==> src/rtl/ped_crossing_sequencer.sv <==
// ped_crossing_sequencer
// Pedestrian-phase sequencer: follows the controller's vehicle-red phase and
// runs WALK -> FLASH (countdown) -> CLEAR, driving the pedestrian lamps, the
// wait indicator and the countdown digit / enable for the 7-segment driver.
// Optional accessibility tone gate on ped_beep when PED_BEEP_EN is defined.
module ped_crossing_sequencer #(
    parameter int unsigned T_WALK   = 12,
    parameter int unsigned T_FLASH  = 8,
    parameter logic [2:0]  RED_CODE = 3'd1
) (
    input  logic       clk_1Hz,
    input  logic       rst_n,
    input  logic       enable,
    input  logic [2:0] ctrl_state,
    input  logic       ped_req,
    output logic       ped_green,
    output logic       ped_red,
    output logic       ped_wait,
    output logic [3:0] digit,
    output logic       display_active,
    output logic       walk_done
`ifdef PED_BEEP_EN
    ,
    output logic       ped_beep
`endif
);

    typedef enum logic [2:0] {
        S_OFF,
        S_DONT_WALK,
        S_WALK,
        S_FLASH,
        S_CLEAR
    } state_t;

    state_t     r_state, w_state_nx;
    logic [4:0] r_tmr,   w_tmr_nx;
    logic [3:0] r_cnt,   w_cnt_nx;
    logic       r_blink, w_blink_nx;
    logic       r_wait,  w_wait_nx;
    logic       r_red_d;
    logic       w_is_red;
    logic       w_red_rise;

    assign w_is_red   = (ctrl_state == RED_CODE);
    assign w_red_rise = w_is_red && !r_red_d;

    // State, counters, red history and wait latch registers
    always_ff @(posedge clk_1Hz) begin
        if (!rst_n) begin
            r_state <= S_OFF;
            r_tmr   <= '0;
            r_cnt   <= '0;
            r_blink <= 1'b0;
            r_wait  <= 1'b0;
            r_red_d <= 1'b0;
        end else begin
            r_state <= w_state_nx;
            r_tmr   <= w_tmr_nx;
            r_cnt   <= w_cnt_nx;
            r_blink <= w_blink_nx;
            r_wait  <= w_wait_nx;
            r_red_d <= w_is_red;
        end
    end

    // Next-state logic and output decode from the registered state
    always_comb begin
        w_state_nx     = r_state;
        w_tmr_nx       = r_tmr;
        w_cnt_nx       = r_cnt;
        w_blink_nx     = r_blink;
        w_wait_nx      = r_wait;
        ped_green      = 1'b0;
        ped_red        = 1'b0;
        ped_wait       = 1'b0;
        digit          = '0;
        display_active = 1'b0;
        walk_done      = 1'b0;

        case (r_state)
            S_OFF: begin
            end
            S_DONT_WALK: begin
                ped_red  = 1'b1;
                ped_wait = r_wait;
            end
            S_WALK: begin
                ped_green = 1'b1;
            end
            S_FLASH: begin
                ped_green      = r_blink;
                display_active = 1'b1;
                digit          = r_cnt;
            end
            S_CLEAR: begin
                ped_red   = 1'b1;
                walk_done = 1'b1;
            end
            default: begin
            end
        endcase

        if (!enable) begin
            w_state_nx = S_OFF;
            w_tmr_nx   = '0;
            w_cnt_nx   = '0;
            w_blink_nx = 1'b0;
            w_wait_nx  = 1'b0;
        end else begin
            case (r_state)
                S_OFF: begin
                    w_state_nx = S_DONT_WALK;
                end
                S_DONT_WALK: begin
                    // A red entry clears the latch even if a request arrives at the same edge
                    if (w_red_rise) begin
                        w_state_nx = S_WALK;
                        w_tmr_nx   = '0;
                        w_wait_nx  = 1'b0;
                    end else if (ped_req) begin
                        w_wait_nx = 1'b1;
                    end
                end
                S_WALK: begin
                    if (!w_is_red) begin
                        w_state_nx = S_CLEAR;
                    end else if (r_tmr == 5'(T_WALK - 1)) begin
                        w_state_nx = S_FLASH;
                        w_cnt_nx   = 4'(T_FLASH - 1);
                        w_blink_nx = 1'b1;
                    end else begin
                        w_tmr_nx = r_tmr + 5'd1;
                    end
                end
                S_FLASH: begin
                    if (!w_is_red || r_cnt == 4'd0) begin
                        w_state_nx = S_CLEAR;
                    end else begin
                        w_cnt_nx   = r_cnt - 4'd1;
                        w_blink_nx = !r_blink;
                    end
                end
                S_CLEAR: begin
                    w_state_nx = S_DONT_WALK;
                end
                default: begin
                    w_state_nx = S_OFF;
                end
            endcase
        end
    end

`ifdef PED_BEEP_EN
    assign ped_beep = (r_state == S_WALK) || ((r_state == S_FLASH) && r_blink);
`endif

endmodule

==> config.mk <==
export PLATFORM = sky130hd
export DESIGN_NAME = ped_crossing_sequencer
export DESIGN_NICKNAME = d
export VERILOG_FILES = /design/src/rtl/ped_crossing_sequencer.sv
export SDC_FILE = /design/constraint.sdc
export NUM_CORES = 1
export LEC_CHECK = 0
export ABC_AREA = 1
export BUFFER_PORTS_ARGS = -buffer_cell sky130_fd_sc_hd__buf_4
export CAP_MARGIN = 20
export CELL_PAD_IN_SITES_DETAIL_PLACEMENT = 0
export CELL_PAD_IN_SITES_GLOBAL_PLACEMENT = 2
export CORE_ASPECT_RATIO = 1.2
export CORE_UTILIZATION = 25
export CTS_CLUSTER_SIZE = 40
export DETAILED_ROUTE_END_ITERATION = 6
export GPL_ROUTABILITY_DRIVEN = 1
export GPL_TIMING_DRIVEN = 0
export PLACE_DENSITY = 0.71
export REMOVE_ABC_BUFFERS = 1
export SYNTH_ARGS = -nofsm -noshare
export SYNTH_HDL_FRONTEND = slang
export SYNTH_SLANG_ARGS = --single-unit
export TNS_END_PERCENT = 50
==> constraint.sdc <==
create_clock -name clk_1Hz -period 3.27 [get_ports clk_1Hz]
set_input_delay 0.654 -clock clk_1Hz [delete_from_list [all_inputs] [get_ports clk_1Hz]]
set_output_delay 0.654 -clock clk_1Hz [all_outputs]
set_load 0.01 [all_outputs]
==> flow_summary.ini <==
[critical_path]
r2r_slack_ps = 1600
crit_family = flip-flops
crit_path_start_kind = flop
crit_path_frequent_cell = inv_1
max_stage_delay_ps = 390
path_max_fanout = 4
timing.rr.start = r_tmr[0]
path_cells = inv_1, nor3_2, inv_1, nor2_1, buf_4
slowest_stage = dfxtp_1
reg2regPathDepth = 9
crit_type = flop to output pin
critPathBufInv = 3
cp.required_ps = 2620
setup.worst_path.end_class = output pin
r2r-end = r_tmr[0]
cp_data_arrival_time_ps = 1350

[floorplanning]
dieArea_um2 = 3710
coreArea_um2 = 3340
die_h_um = 66.5
placementRows = 23
start_util_pct = 26.0
pin_count = 16
die_w_um = 55.8

[global_routing]
grt_pass1_vias = 816
track_usage_pct = 12.3
grt_overflow = 0
grtUsageMet2_pct = 22.0
top_usage_layer = met2
gr-usage-met1_pct = 14.6
antenna_found_initial = 0
grt_util_met3_pct = 1.75
grt_max_degree = 13
grt_pass1_wl_mm = 3.56

[drt]
via_per_inst = 4.46
drc_errors = 0
drt_iter0_drc = 25
firstDrtPassIters = 4
wl_per_cell_um = 10.7
num_vias = 869
detail-route-antenna-nets = 0
wirelength_mm = 2.09

[synth]
synthDistinctLibCells = 20
synth_edf_count = 0
async_flop_share_pct = 0
yosys_warnings = 0
ys_ff_latch = 15
ys.flop_type = dfxtp_1
synth_area_um2 = 867
synth_commonest_cells = nand2_1 (33), nor2_1 (26), inv_1 (22)
avgSynthCellArea_um2 = 6.19
synth_top_cell_by_area = dfxtp_1
syn_inst = 140
yosys-top-cells-area = dfxtp_1 (35%), nand2_1 (14%), nor2_1 (11%)
ys_seq_area_share_pct = 34.6
synth.most_common_cell = nand2_1
synth.top_cell.area_share_pct = 34.6

[clock_tree]
cts_buffer_depth = 2
cts_tree = done
post-cts-setup-buffers = 0
cts_resized = 0
htreeDepth = 1
clk_latency_ps = 240
cts_sinks = 15
root_buffer = clkbuf_8
clkTransAtPathRegs_ps = 60
cts-buffers-inserted = 3
cts_hold_buf = 0

[pwr]
leakage_uw = 0.000458
finalPower_uw = 380
power.density_nw_per_um2 = 356
vdd_drop_max_mv = 0.212

[place]
io_buffers = 15
dp_hpwl_mm = 1.63
placed_cell_area_um2 = 1020
gp_congestion = 0.730

[cells_and_area]
area_delta_synth_final_pct = 23.1
final_cell_area_um2 = 1070
regArea_um2 = 300
final_nets = 168
drive_gt1_share_pct = 14.6
multi_input_area_um2 = 477
fill_cells = 378
num_antenna_cells = 0

[timing]
fin_setup_tns_ps = 0
min_period_ps = 2010
slew-limit-headroom_pct = 70.4
hold_viol = 0
setup_violations = 0
skew_ps = 2.62
fmax_ghz = 0.498
worst_slew_pin_slew_ps = 444
min_period_over_period_pct = 61.4
drv_slew = 0
rsz0062_at_grt = false

[run_status]
outcome = completed

[worst_hold_path]
whs_endpoint = r_cnt[1]
whs_path_depth = 2
hold_start = r_cnt[1]
hold_path.class = flop to flop

[job]
cap_violations = 0
[how the worst max path moves through the flow]
stage / cells after the start / startpoint / slack (ps) / endpoint
floorplan: 4 / r_state[0] / 1730 / ped_wait
global placement: 9 / ctrl_state[2] / 1420 / r_cnt[1]
detailed placement: 9 / ctrl_state[2] / 1430 / r_cnt[2]
CTS: 5 / r_state[0] / 1240 / ped_wait
global route: 5 / r_state[0] / 1160 / ped_red
finish: 5 / r_state[0] / 1260 / ped_wait
[registers in the layout (all words and copies together) (netlist names)]
register,flops
r_cnt,4
r_red_d,1
r_tmr,5
r_wait,1
r_state,3
r_blink,1
[stage by stage]
| step | utilization, % | hold slack [ps] | setup WS, ps | cells |
|---|---|---|---|---|
| detailed placement | 30.6 | 469 | 1430 | 191 |
| global route | 32.0 | 517 | 1160 | 195 |
| global placement | 30.6 | 465 | 1420 | 191 |
| floorplan | - | 452 | 1730 | 139 |
| finish | 32.0 | 486 | 1260 | 195 |
| CTS | 32.0 | 485 | 1240 | 195 |
[logic make-up (layout without fill, tap and decap cells)]
group	Yosys count	count (layout)	share of synthesized area [%]
buffers and inverters	24	42	10.4
adders and majority gates	2	2	2.89
DFF	15	15	34.6
and+or+nand+nor	80	80	40.3
xor gates and xnor gates	2	2	2.02
AOI/OAI and AO/OA	17	17	9.81
[layout by cell type, fill, tap and decap left out, drive strengths merged]
cell type  Yosys  final
or2            1      1
ha             2      2
xnor2          1      1
clkbuf         1      4
nand2         34     34
dfxtp         15     15
nand3b         1      1
nand4          2      2
buf            0     15
xor2           1      1
o21ai          3      3
a21oi         14     14
nand3         13     13
nor3           3      3
nor2          26     26
inv           23     23
[worst reg2reg max path: stages (launching register included)]
cell and delay, ps:
dfxtp_1 330, ha_1 240, nand2_1 80, inv_1 40, nand2_1 60, nand2_1 280
nand2_1 220, nand3_2 140, o21ai_1 150, inv_1 50
[report_power, final]
group | total, uW | internal (uW) | switching, uW
clock network | 152 | 86.2 | 65.9
logic | 40.6 | 15.0 | 25.6
registers | 188 | 185 | 2.36
[per-layer routing]
layer,part of all wire (%),vias up
met1,48,386
met2,49,7
met3,2.1,2
met5,0,-
li1,-,474
met4,1.1,0
[cell type report]
cell class              instances  area share (%)
clock buffers                   4            4.22
repair buffers                 15            10.6
multi-input cells             101            44.7
flip-flops and latches         15            28.1
inverters                      23            8.09
well taps                      37            4.34
No activity file was read; power rests on OpenSTA's default activity.
